===== src/rtl/led_sched_pkg.sv =====
// Shared types and constants for the status-LED blink scheduler.
package led_sched_pkg;

  typedef enum logic [2:0] {IDLE, ON, OFF, SOLID, GAP} sched_state_t;

  typedef logic [3:0] pat_code_t;

  localparam pat_code_t   PAT_SOLID = 4'd0;
  localparam int unsigned TCNT_W    = 8;

endpackage


===== src/rtl/led_tick_gen.sv =====
// Free-running prescaler producing a one-cycle tick every TICK_DIV enabled clocks.
module led_tick_gen
  import led_sched_pkg::*;
#(
  parameter int unsigned TICK_DIV = 10
) (
  input  logic clk,
  input  logic rst_n,
  input  logic cnt_en,
  input  logic clr,
  output logic tick
);

  localparam int unsigned   CW   = $clog2(TICK_DIV);
  localparam logic [CW-1:0] LAST = CW'(TICK_DIV - 1);

  logic [CW-1:0] cnt;

  assign tick = (cnt == LAST) & cnt_en;

  always_ff @(posedge clk) begin
    if (!rst_n) begin
      cnt <= '0;
    end else if (cnt_en) begin
      if (clr || cnt == LAST) cnt <= '0;
      else                    cnt <= cnt + 1'b1;
    end
  end

endmodule


===== src/rtl/led_blink_sched.sv =====
// Arbitrates blink-pattern requests onto the shared status LED and sequences them.
// Define LED_SCHED_RR_EN for round-robin arbitration (default: fixed priority, lowest index).
module led_blink_sched
  import led_sched_pkg::*;
#(
  parameter int unsigned CLK_HZ    = 50_000_000,
  parameter int unsigned TICK_HZ   = 8,
  parameter int unsigned NUM_REQ   = 4,
  parameter int unsigned ON_TICKS  = 2,
  parameter int unsigned OFF_TICKS = 2,
  parameter int unsigned GAP_TICKS = 8
) (
  input  logic                 clk,
  input  logic                 rst_n,
  input  logic                 cnt_en,
  input  logic [NUM_REQ-1:0]   req_valid,
  input  logic [4*NUM_REQ-1:0] req_pat,
  output logic [NUM_REQ-1:0]   req_ready,
  output logic                 busy,
  output logic [2:0]           grant_id,
  output logic                 done,
  output logic                 LED
);

  localparam int unsigned       TICK_DIV   = CLK_HZ / TICK_HZ;
  localparam logic [TCNT_W-1:0] ON_LAST    = TCNT_W'(ON_TICKS - 1);
  localparam logic [TCNT_W-1:0] OFF_LAST   = TCNT_W'(OFF_TICKS - 1);
  localparam logic [TCNT_W-1:0] SOLID_LAST = TCNT_W'(4 * ON_TICKS - 1);
  localparam logic [TCNT_W-1:0] GAP_LAST   = TCNT_W'(GAP_TICKS - 1);

  sched_state_t        state, state_nxt;
  logic [TCNT_W-1:0]   tick_cnt;
  logic [3:0]          blink_cnt;
  logic                tick, accept, done_nxt;
  logic                win_found;
  logic [2:0]          win_id;
  logic [NUM_REQ-1:0]  win_oh;
  pat_code_t           win_code;

`ifdef LED_SCHED_RR_EN
  logic [2:0] rr_ptr;
`endif

  led_tick_gen #(.TICK_DIV(TICK_DIV)) u_tick (
    .clk    (clk),
    .rst_n  (rst_n),
    .cnt_en (cnt_en),
    .clr    (accept),
    .tick   (tick)
  );

  always_comb begin
    win_found = 1'b0;
    win_id    = '0;
    win_oh    = '0;
    win_code  = PAT_SOLID;
`ifdef LED_SCHED_RR_EN
    for (int unsigned k = 0; k < NUM_REQ; k++) begin
      for (int unsigned i = 0; i < NUM_REQ; i++) begin
        if (i == (32'(rr_ptr) + k) % NUM_REQ && !win_found && req_valid[i]) begin
          win_found = 1'b1;
          win_id    = 3'(i);
          win_oh[i] = 1'b1;
          win_code  = req_pat[4*i +: 4];
        end
      end
    end
`else
    for (int unsigned i = 0; i < NUM_REQ; i++) begin
      if (!win_found && req_valid[i]) begin
        win_found = 1'b1;
        win_id    = 3'(i);
        win_oh[i] = 1'b1;
        win_code  = req_pat[4*i +: 4];
      end
    end
`endif
  end

  // Grant is gated by rst_n as well so no handshake is visible while reset is held.
  assign accept    = win_found & (state == IDLE) & cnt_en & rst_n;
  assign req_ready = accept ? win_oh : '0;
  assign busy      = (state != IDLE);

  always_comb begin
    state_nxt = state;
    done_nxt  = 1'b0;
    case (state)
      IDLE:  if (accept) state_nxt = (win_code == PAT_SOLID) ? SOLID : ON;
      ON:    if (tick && tick_cnt == ON_LAST)
               state_nxt = (blink_cnt == 4'd1) ? GAP : OFF;
      OFF:   if (tick && tick_cnt == OFF_LAST)   state_nxt = ON;
      SOLID: if (tick && tick_cnt == SOLID_LAST) state_nxt = GAP;
      GAP:   if (tick && tick_cnt == GAP_LAST) begin
               state_nxt = IDLE;
               done_nxt  = 1'b1;
             end
      default: state_nxt = IDLE;
    endcase
  end

  always_ff @(posedge clk) begin
    if (!rst_n) begin
      state     <= IDLE;
      done      <= 1'b0;
      LED       <= 1'b0;
      grant_id  <= '0;
      tick_cnt  <= '0;
      blink_cnt <= '0;
`ifdef LED_SCHED_RR_EN
      rr_ptr    <= '0;
`endif
    end else if (cnt_en) begin
      state <= state_nxt;
      done  <= done_nxt;
      LED   <= (state_nxt == ON) || (state_nxt == SOLID);
      if (accept || state_nxt != state || state == IDLE) tick_cnt <= '0;
      else if (tick)                                     tick_cnt <= tick_cnt + 1'b1;
      if (accept) begin
        blink_cnt <= win_code;
        grant_id  <= win_id;
`ifdef LED_SCHED_RR_EN
        rr_ptr    <= (32'(win_id) + 1 >= NUM_REQ) ? '0 : win_id + 3'd1;
`endif
      end else if (state == ON && state_nxt == OFF) begin
        blink_cnt <= blink_cnt - 1'b1;
      end
    end
  end

endmodule


===== config.mk =====
export PLATFORM = sky130hd
export DESIGN_NAME = led_blink_sched
export DESIGN_NICKNAME = d
export VERILOG_FILES = /design/src/rtl/led_sched_pkg.sv /design/src/rtl/led_tick_gen.sv /design/src/rtl/led_blink_sched.sv
export SDC_FILE = /design/constraint.sdc
export NUM_CORES = 1
export LEC_CHECK = 0
export BUFFER_PORTS_ARGS = -buffer_cell sky130_fd_sc_hd__clkbuf_2
export CAP_MARGIN = 10
export CORE_AREA = 5 5 90 92
export DETAILED_ROUTE_END_ITERATION = 12
export DIE_AREA = 0 0 95 97
export HOLD_SLACK_MARGIN = 0.15
export PLACE_DENSITY = 0.63
export SYNTH_ARGS = -nofsm -noshare
export SYNTH_HDL_FRONTEND = slang
export SYNTH_SLANG_ARGS = --single-unit

===== constraint.sdc =====
create_clock -name clk -period 4.4 [get_ports clk]
set_clock_uncertainty 0.1 [all_clocks]
set_input_delay 0.88 -clock clk [delete_from_list [all_inputs] [get_ports clk]]
set_output_delay 0.88 -clock clk [all_outputs]
set_load 0.05 [all_outputs]

### After elaboration in Yosys (flattened, before gate mapping)

Index checks and enable logic that the tools add are counted.

| storage, ports and cells | value |
|---|---|
| output and inout bits | 10 |
| memory bits (writable) | 0 |
| bits in latches | 0 |
| register bits after elaboration | 43 |
| ROM bits | 0 |
| memories kept | 0 |
| word-level logic and storage cells | 77 |

| operators by class | value |
|---|---|
| reduce and logical (&&, ||, !) cells | 21 |
| div/mod/pow operators | 0 |
| multipliers | 0 |
| order comparisons | 0 |
| add/subtract/negate cells | 3 |
| bitwise operators | 4 |
| equal/unequal tests | 12 |
| mux-type cells | 30 |
| shifts and indexed selects | 0 |

Operators with widths:

| cell | count |
|---|---|
| 4-bit 2-to-1 mux | 7 |
| 3-bit 2-to-1 mux | 8 |
| 23-bit by 1-bit adder with 23-bit output, second input constant | 1 |
| 23-bit equality test, second input constant | 1 |
| 23-bit 2-to-1 mux | 1 |
| 8-bit 2-to-1 mux | 2 |
| 3-bit case mux with 5 select lines | 1 |
| 3-bit by 2-bit equality test with 1-bit output, second input constant | 4 |
| 1-bit 2-to-1 mux | 10 |
| 8-bit by 1-bit adder with 8-bit output, second input constant | 1 |
| 8-bit by 1-bit equality test with 1-bit output, second input constant | 1 |
| 8-bit by 3-bit equality test with 1-bit output, second input constant | 1 |
| 3-bit by 1-bit equality test with 1-bit output, second input constant | 2 |
| 1-bit logical AND | 6 |
| 2-bit AND reduction | 3 |
| 1-bit AND | 4 |
| 4-bit by 1-bit equality test with 1-bit output, second input constant | 1 |
| 4-bit zero test | 1 |
| 1-bit logical OR | 4 |
| 2-bit nonzero test | 2 |
| 4-bit by 1-bit subtractor with 4-bit output, second input constant | 1 |
| 3-bit equality test, second input constant | 1 |
| 1-bit zero test | 3 |
| 3-bit zero test | 1 |
| other kinds (3) | 3 |

### Longest topological paths before layout

Gate-level depths: netlist (run 1).

| depth | value |
|---|---|
| word-level depth | 20 |
| gate-level depth with buffers | 9 |

### Modules after synthesis

From an unflattened synthesis (run 1), not the netlist that was laid out.

| unflattened totals | value |
|---|---|
| cell total of the unflattened synthesis | 298 |
| area total of the unflattened synthesis | 2501.1 µm² |

Modules (own cells, without submodules):

| module | cells an instance | instances | area an instance (µm²) |
|---|---|---|---|
| led_blink_sched | 174 | 1 | 1365.1 |
| led_tick_gen | 124 | 1 | 1136.1 |

### Worst setup path after synthesis (run 1)

OpenSTA, ideal clock, no wires.

| timing path | value |
|---|---|
| path kind | input to output |
| from | input port cnt_en |
| to | output port req_ready[1] |
| stages | 3 |
| data arrival time | 2.917 ns |
| setup slack | 0.503 ns |
| data required time | 3.420 ns |
| cell sequence | clkbuf_1 nand2_1 nor4b_1 |

| between the ends | value |
|---|---|
| longest elaborated chain between the ends | 3 |

Ends and longest elaborated chain:

| what | RTL line | RTL |
|---|---|---|
| from (decl) | led_blink_sched.sv:15 | `input logic cnt_en,` |
| 1-bit AND (2 in series) | led_blink_sched.sv:81 | `assign accept = win_found & (state == IDLE) & cnt_en & rst_n;` |
| 4-bit 2-to-1 mux | led_blink_sched.sv:82 | `assign req_ready = accept ? win_oh : '0;` |
| to (decl) | led_blink_sched.sv:18 | `output logic [NUM_REQ-1:0] req_ready,` |

No other way between the ends.

### Worst setup path in the final report (run 1)

| timing path | value |
|---|---|
| from | input port req_valid[0] |
| to | output port req_ready[3] |

| between the ends | value |
|---|---|
| longest elaborated chain between the ends | 14 |

Ends and longest elaborated chain:

| what | RTL line | RTL |
|---|---|---|
| from (decl) | led_blink_sched.sv:16 | `input logic [NUM_REQ-1:0] req_valid,` |
| 1-bit 2-to-1 mux * | led_blink_sched.sv:70 | `if (!win_found && req_valid[i]) begin` |
| 1-bit zero test | led_blink_sched.sv:70 |  |
| 1-bit logical AND | led_blink_sched.sv:70 |  |
| 1-bit 2-to-1 mux * | led_blink_sched.sv:70 |  |
| 1-bit zero test | led_blink_sched.sv:70 |  |
| 1-bit logical AND | led_blink_sched.sv:70 |  |
| 1-bit 2-to-1 mux * | led_blink_sched.sv:70 |  |
| 1-bit zero test | led_blink_sched.sv:70 |  |
| 1-bit logical AND | led_blink_sched.sv:70 |  |
| 1-bit 2-to-1 mux | led_blink_sched.sv:70 |  |
| 1-bit AND (3 in series) | led_blink_sched.sv:81 |  |
| 4-bit 2-to-1 mux * | led_blink_sched.sv:82 |  |

Mark *: on every way between the ends. The rest lies on a longest branch, timed or not.

==> results of run 1 <==
metrics by stage:
step / setup slack [ns] / utilization, % / std cells / power [mW] / area (sq um)
final: 1.02 / 38.5 / 431 / 0.759 / 2750
after global routing: 0.933 / 38.5 / 431 / 0.799 / 2750
after CTS: 1.07 / 38.5 / 431 / 0.771 / 2750
after detailed placement: 0.960 / 37.2 / 423 / 0.499 / 2660
after global placement: 1.02 / 37.2 / 423 / 0.498 / 2660
after floorplan: 0.503 / - / 305 / 0.474 / 2430
cell type report:
class                   instances  share of cell area (%)
well taps                      99                    4.50
clock inverters                 1                   0.318
inverters                      12                    1.64
multi-input cells             238                    53.9
repair buffers                 32                    5.91
clock buffers                   7                    3.14
flip-flops and latches         42                    30.6
metal layers:
metal | GRT usage [%] | wire length, um | vias up
met4 | 4.11 | 74 | 0
met1 | 16.1 | 2560 | 1013
met2 | 19.5 | 2580 | 25
met5 | 0 | 0 | -
met3 | 3.34 | 164 | 6
li1 | - | - | 1140
kinds of logic after synthesis:
kind of cell | after synthesis
AOI/OAI and AO/OA | 44
buffers and inverters | 25
DFF | 42
other | 1
xor gates and xnor gates | 25
muxes | 5
adders and majority gates | 5
and+or+nand+nor | 158
synthesized netlist by cell type, drive strengths merged (4+ instances only):
cell    instances
nand3          11
o21ai           4
a21oi          11
buf             5
a22oi           4
inv            11
nand2          32
nor2           48
and3            8
nand4           9
dfxtp          42
clkbuf          8
nor3           10
nor4            7
or4             5
xor2           17
a221o           5
or3             4
mux2i           5
xnor2           8
ha              5
flip-flops by register name, summed over array words and instances, names as in the netlist:
signal	count
grant_id	2
tick_cnt	8
LED	1
state	3
u_tick.cnt	23
blink_cnt	4
done	1
worst paths after layout:
check                start            to  slack (ns)  cells past startpoint
max reg2reg  u_tick.cnt[5]  blink_cnt[2]        1.27                      7
min reg2reg    grant_id[1]   grant_id[1]        0.36                      2
max           req_valid[0]  req_ready[3]        1.02                      5
min            grant_id[1]   grant_id[1]        0.36                      2
worst min-delay path, stage by stage (launching register included):
cell and delay [ns]:
dfxtp_1 0.31, nand2_1 0.05, a21oi_1 0.05
report_power, final:
part / internal, mW / switching, mW / leakage (nW)
registers: 0.387 / 0.00902 / 0.340
logic: 0.0355 / 0.0588 / 0.621
clock network: 0.130 / 0.139 / 0.0489
total: 0.552 / 0.207 / 1.01
==> flow_summary.yaml, run 1 <==
floorplanning:
  die_x_um: 95
  die_y_um: 97
  rows: 31
  start_util_pct: 34.0
  die_area_sq_mm: 0.00922
  ios: 33
  core_sq_mm: 0.00714
timing:
  drv_slew: 0
  fin_crit_ns: 3.38
  slew_headroom_pct: 37.6
  grt_setup_unrepaired: "no"
  fmax_ghz: 0.296
  tns_ns: 0
  tightest_slew_ns: 0.922
  fin_hold_ws_ns: 0.357
  hold_violations: 0
  finalSetupViolations: 0
  timing.final.crit_share_pct: 76.7
cells_and_area:
  areaGrowthSynthToFinish_pct: 13.4
  drive_above_1_share_pct: 15.1
  multi_input_area_sq_mm: 0.00148
  diodes: 0
  final_cell_mix: "48 x nor2_1, 42 x dfxtp_1, 31 x nand2_1, 31 x clkbuf_2, 17 x xor2_1"
  num-fill-cells: 761
  seq_area_sq_um: 841
  layout_commonest_cell: "nor2_1"
  fin_nets: 359
run:
  cap_violations: 0
routing:
  dr.pass1.iters: 4
  ant_nets: 0
  drc: 0
  num_vias: 2184
  finalWirelength_mm: 5.38
  viasPerCell: 5.07
  wl_per_cell_um: 12.5
  drtIter0Drc: 93
synthesis:
  synth.ff_latch_count: 42
  synth_edf_count: 0
  netlist_area_sq_mm: 0.00243
  synthDistinctLibCells: 56
  synthAdderAreaFrac_pct: 2.58
  synth-main-ff-cell: "dfxtp_1"
  syn_nets: 333
  muxShareOfSynthArea_pct: 2.06
  synth_top_area_share_pct: 34.7
  yosysWarnings: 0
  synth_seq_area_share_pct: 34.7
  synth-xor-area-share_pct: 9.03
  synthCells: 305
  synth-compound-area-share_pct: 13.3
  synth_top_family_by_area: "simple AND/OR/NAND/NOR gates"
  synth_simple_gate_area_share_pct: 34.0
  yosysTopAreaCell: "dfxtp_1"
  ys_async_sr_fraction_pct: 0
  ys_top_cells_by_area: "dfxtp_1 35%, nor2_1 7.4%, xor2_1 6.1%"
  syn_avg_cell_area_sq_um: 7.95
global_route:
  antenna_found_initial: 0
  grt_overflow: 0
  grt_max_degree: 24
  grt_pass1_wl_mm: 9.32
  track_usage_pct: 12.3
  grt_pass1_vias: 2022
worst_setup_path:
  cp_slowest_stage_delay_ns: 0.83
  crit_slowest_cell: "nor4b_1"
  crit_type: "primary input to output pin"
  cp_top_family: "simple AND/OR/NAND/NOR gates"
  end_kind: "output pin"
  cp-start-kind: "primary input"
  critPathRequiredTime_ns: 3.42
  worst-path-max-fanout: 13
  cp_cell_sequence: "clkbuf_2 -> nor4b_1 -> nand2_1 -> inv_1 -> clkbuf_2"
  crit_path_frequent_cell: "clkbuf_2"
  crit_buf_inv: 3
  worst_ep_arrival_time_ns: 2.40
clocking:
  cts_sinks: 42
  ctsResizeCount: 0
  cts_buffers: 5
  cts_setup_buffers: 0
  cts_tree: "yes"
  clkTransAtPathRegs_ns: 0.08
  insertion_delay_ns: 0.30
  cts_buffer_depth: 2
  cts_root_buf: "clkbuf_8"
  htree_levels: 2
  holdBufCountCts: 0
power_and_ir_drop:
  leakage_nw: 1.01
  power_density_mw_per_mm2: 276
  peakVddDrop_mv: 0.154
min_path:
  hold_path.class: "flop to flop"
placement:
  detailed_place_hpwl_mm: 4.01
  port_buffers: 31
  routabilityCongestion: 0.871
status:
  outcome: "finished clean"
No activity file was read; power rests on OpenSTA's default activity.
==> run 2: changes to the inputs <==
==> constraint.sdc (replaced) <==
create_clock -name clk -period 3.2 [get_ports clk]
set_clock_uncertainty 0.1 [all_clocks]
set_input_delay 0.64 -clock clk [delete_from_list [all_inputs] [get_ports clk]]
set_output_delay 0.64 -clock clk [all_outputs]
set_load 0.05 [all_outputs]
==> run 2 against run 1 <==
Net effect:
- cell area grew 2.9%
- sequential power rose by 37%
- register-to-register slack got worse by 1.1 ns
- core utilization increased by 1.1 points
- highest routed layer unchanged
==> flow_summary.yaml, run 2 (synthesis results as in run 1) <==
routing:
  ant_nets: 0
  wl_per_cell_um: 12.6
  dr.pass1.iters: 4
  drc: 0
  finalWirelength_mm: 5.55
  drtIter0Drc: 125
  num_vias: 2241
  viasPerCell: 5.08
worst_setup_path:
  crit_buf_inv: 0
  crit_end: "blink_cnt[2]"
  crit_cells: 7
  cp_cell_sequence: "or4_4 -> or4_4 -> or4_4 -> nor4_4 -> nand2_2 -> xor2_1 -> a211oi_2"
  critPathLaunch: "u_tick.cnt[5]"
  cp-start-kind: "flop"
  crit_path_frequent_cell: "or4_4"
  cp_slowest_stage_delay_ns: 0.58
  timing.rr.end: "blink_cnt[2]"
  r2r_cells: 7
  reg2reg_from: "u_tick.cnt[5]"
  worst_ep_arrival_time_ns: 3.20
  crit_slowest_cell: "or4_4"
  end_kind: "flop"
  cp_top_family: "simple AND/OR/NAND/NOR gates"
  worst-path-max-fanout: 7
  critPathRequiredTime_ns: 3.33
  crit_type: "flop to flop"
  regToRegSetupSlack_ns: 0.13
cells_and_area:
  diodes: 0
  largest_register_ff_count: 23
  drive_above_1_share_pct: 18.4
  layout_commonest_cell: "nor2_1"
  fin_nets: 369
  fin_cells: 441
  final_util_pct: 39.7
  num-fill-cells: 763
  reg_top3: "u_tick.cnt (23), tick_cnt (8), blink_cnt (4)"
  areaGrowthSynthToFinish_pct: 16.7
  final_cell_mix: "48 x nor2_1, 42 x dfxtp_1, 31 x nand2_1, 31 x clkbuf_2, 17 x xor2_1"
  largest_register: "u_tick.cnt"
clocking:
  ctsResizeCount: 0
  htree_levels: 2
  cts_root_buf: "clkbuf_8"
  cts_sinks: 42
  insertion_delay_ns: 0.30
  cts_tree: "yes"
  cts_buffer_depth: 2
  cts_setup_buffers: 0
  holdBufCountCts: 0
  clkTransAtPathRegs_ns: 0.08
  cts_buffers: 5
floorplanning:
  die_x_um: 95
  rows: 31
  ios: 33
  start_util_pct: 34.0
  die_y_um: 97
  die_area_sq_mm: 0.00922
  core_sq_mm: 0.00714
global_route:
  antenna_found_initial: 0
  grt_pass1_wl_mm: 9.49
  grt_overflow: 0
  grt_util_met2_pct: 20.9
  grt-busiest-layer: "met2"
  use_met1_pct: 15.6
  track_usage_pct: 12.5
  grt_pass1_vias: 2122
  grt_max_degree: 24
  met3_usage_pct: 2.17
power_and_ir_drop:
  leakage_nw: 1.06
  peakVddDrop_mv: 0.179
  power_density_mw_per_mm2: 365
timing:
  grt_setup_unrepaired: "no"
  fin_crit_ns: 3.07
  tns_ns: 0
  slew_headroom_pct: 54.5
  drv_slew: 0
  hold_violations: 0
  tightest_slew_ns: 0.681
  finalSetupViolations: 0
  timing.final.crit_share_pct: 96.0
  fmax_ghz: 0.326
status:
  outcome: "finished clean"
min_path:
  hold_path.class: "flop to flop"
placement:
  detailed_place_hpwl_mm: 4.19
  dp.cells: 433
  port_buffers: 31
  routabilityCongestion: 0.868
run:
  cap_violations: 0
## run 2: changes by cell type in the layout (fill, tap and decap cells not counted), sizes merged
cell      change
buf          +10
clkbuf        -2
clkinv        +2
clkinvlp      +1
inv           -1
## run 2: routing by layer
metal  part of all wire, %  up-vias
met3                   2.0       11
met5                     0        -
met1                    47     1052
li1                      -     1157
met2                    49       21
met4                   2.4        0
## run 2: cell type report
cell class | count | area [sq um] | share of cell area (%)
clock buffers | 5 | 68.8 | 2.43
clock inverters | 3 | 21.3 | 0.752
inverters | 12 | 45.0 | 1.59
multi-input cells | 238 | 1490 | 52.7
flip-flops and latches | 42 | 841 | 29.7
well taps | 99 | 124 | 4.38
repair buffers | 42 | 238 | 8.40
## run 2: power breakdown
part           switching [mW]  internal (mW)
logic                  0.0873         0.0575
registers             0.00920          0.532
clock network           0.195          0.153
## run 2: worst min path at each step
stage	startpoint	to	slack [ns]	cells after the start
2_1_floorplan	tick_cnt[3]	tick_cnt[3]	0.37	1
3_3_place_gp	grant_id[1]	grant_id[1]	0.35	2
3_5_place_dp	grant_id[1]	grant_id[1]	0.35	2
4_1_cts	grant_id[1]	grant_id[1]	0.36	2
5_1_grt	grant_id[1]	grant_id[1]	0.39	2
6_report	grant_id[1]	grant_id[1]	0.36	2
## run 2: tightest hold or removal path, stage by stage, from the launching register on
cell and delay [ns]:
dfxtp_1 0.32, nand2_1 0.05, a21oi_1 0.05
## run 2: through the flow
| stage | cell area (sq um) | power (mW) | worst slack (ns) | hold WS [ns] |
|---|---|---|---|---|
| after CTS | 2830 | 1.05 | 0.0994 | 0.362 |
| after global routing | 2830 | 1.09 | 0.0233 | 0.389 |
| after floorplan | 2430 | 0.653 | 0.0496 | 0.367 |
| after detailed placement | 2740 | 0.698 | 0.0504 | 0.351 |
| final | 2830 | 1.03 | 0.129 | 0.360 |
| after global placement | 2740 | 0.697 | 0.110 | 0.350 |
==> run 3: changes to the inputs <==
==> constraint.sdc (replaced) <==
create_clock -name clk -period 3.3 [get_ports clk]
set_clock_uncertainty 0.1 [all_clocks]
set_input_delay 0.66 -clock clk [delete_from_list [all_inputs] [get_ports clk]]
set_output_delay 0.66 -clock clk [all_outputs]
set_load 0.05 [all_outputs]
==> run 3 against run 2 <==
Net effect:
- global-route usage rose by 0.16 points
- maximum frequency fell by 1.7%
- worst setup slack improved by 0.048 ns
- non-clock buffer count decreased by 4
- final cell count shrank 0.91%
- routed wire length rose by 0.52%
- flip-flop and latch count is the same
- cell area down 0.88%
- sequential power fell by 2%
- die area unchanged
==> flow_summary.yaml, run 3 (synthesis results as in run 1) <==
cells_and_area:
  final_util_pct: 39.3
  fin_area_sq_mm: 0.00281
  largest_register_ff_count: 23
  diodes: 0
  fin_cells: 437
  fin_nets: 365
  largest_register: "u_tick.cnt"
  areaGrowthSynthToFinish_pct: 15.6
  drive_above_1_share_pct: 17.5
  layout_commonest_cell: "nor2_1"
  final_cell_mix: "48 x nor2_1, 42 x dfxtp_1, 31 x nand2_1, 31 x clkbuf_2, 17 x xor2_1"
  reg_top3: "u_tick.cnt (23), tick_cnt (8), blink_cnt (4)"
timing:
  fmax_ghz: 0.320
  setup_ws_ns: 0.177
  slew_headroom_pct: 52.3
  tightest_slew_ns: 0.715
  finalSetupViolations: 0
  drv_slew: 0
  fin_crit_ns: 3.12
  grt_setup_unrepaired: "no"
  hold_violations: 0
  fin_hold_ws_ns: 0.363
  tns_ns: 0
  timing.final.crit_share_pct: 94.6
placement:
  post-place-ws_ns: 0.0448
  detailed_place_hpwl_mm: 4.19
  place_area_sq_mm: 0.00271
  dp.cells: 429
  routabilityCongestion: 0.894
  port_buffers: 31
clocking:
  insertion_delay_ns: 0.30
  cts_sinks: 42
  cts_buffers: 5
  cts_root_buf: "clkbuf_8"
  clkTransAtPathRegs_ns: 0.09
  cts_tree: "yes"
  cts_setup_buffers: 0
  cts_buffer_depth: 2
  htree_levels: 2
worst_setup_path:
  worst_ep_arrival_time_ns: 3.25
  reg2reg_from: "u_tick.cnt[5]"
  crit_end: "blink_cnt[2]"
  critPathLaunch: "u_tick.cnt[5]"
  end_kind: "flop"
  timing.rr.end: "blink_cnt[2]"
  r2r_cells: 7
  worst-path-max-fanout: 7
  crit_type: "flop to flop"
  cp-start-kind: "flop"
  critPathRequiredTime_ns: 3.42
  regToRegSetupSlack_ns: 0.18
routing:
  drc: 0
  ant_nets: 0
  wl_per_cell_um: 12.8
  finalWirelength_mm: 5.58
  drtIter0Drc: 183
  dr.pass1.iters: 4
  num_vias: 2240
  viasPerCell: 5.13
global_route:
  grt_pass1_vias: 2166
  grt_pass1_wl_mm: 9.74
  grt_overflow: 0
  grt_max_degree: 24
  track_usage_pct: 12.7
  antenna_found_initial: 0
floorplanning:
  core_sq_mm: 0.00714
  ios: 33
  die_y_um: 97
  die_x_um: 95
  die_area_sq_mm: 0.00922
  start_util_pct: 34.0
  rows: 31
status:
  outcome: "finished clean"
power_and_ir_drop:
  power_mw: 1.01
  peakVddDrop_mv: 0.225
  leakage_nw: 1.04
  power_density_mw_per_mm2: 361
min_path:
  hold_path.class: "flop to flop"
  hold_start: "grant_id[1]"
run:
  cap_violations: 0
==> run 3: cell types whose count changed in the layout (fill, tap and decap cells not counted), sizes merged <==
cell,previous run,this run
buf,11,7
clkinv,3,2
inv,11,12
==> run 3: worst min path at each step <==
stage,slack [ns],depth (start not counted),to
global route,0.39,2,grant_id[1]
finish,0.36,2,grant_id[1]
CTS,0.37,2,grant_id[1]
global placement,0.35,2,grant_id[1]
floorplan,0.37,1,tick_cnt[3]
detailed placement,0.36,2,grant_id[1]
==> run 3: critical path, stage by stage, from the launching register on <==
cell      delay, ns
dfxtp_1        0.36
or4_4          0.56
or4_1          0.67
or4_4          0.63
nor4_4         0.28
nand2_2        0.09
xor2_1         0.15
a211oi_2       0.20
==> run 3: layer usage <==
| metal | part of all wire (%) | up-vias | wire (um) | GRT usage (%) |
|---|---|---|---|---|
| met5 | 0 | - | 0 | 0 |
| met4 | 2.1 | 0 | 116 | 4.66 |
| met3 | 3.0 | 11 | 167 | 2.17 |
| met2 | 49 | 40 | 2760 | 21.4 |
| met1 | 45 | 1037 | 2540 | 15.9 |
| li1 | - | 1152 | - | - |
==> run 3: cell type report <==
| type | instances | area, sq um |
|---|---|---|
| clock buffer | 5 | 68.8 |
| multi-input combinational | 238 | 1490 |
| fill | 766 | 4330 |
| timing repair buffer | 38 | 208 |
| sequential | 42 | 841 |
| inverter | 12 | 45.0 |
| tap | 99 | 124 |
| clock inverter | 3 | 25.0 |
==> run 3: power by group <==
group	leakage (nW)	switching, mW	internal [mW]
sequential	0.340	0.0128	0.515
clock	0.0447	0.198	0.153
combinational	0.652	0.0808	0.0521
total	1.04	0.292	0.720
==> run 3: what timing repair did <==
action | 4_1_cts | 5_1_grt
endpoints found under the setup margin | 0 | 1
hold buffers | 0 | 0
resized for setup | 0 | 1
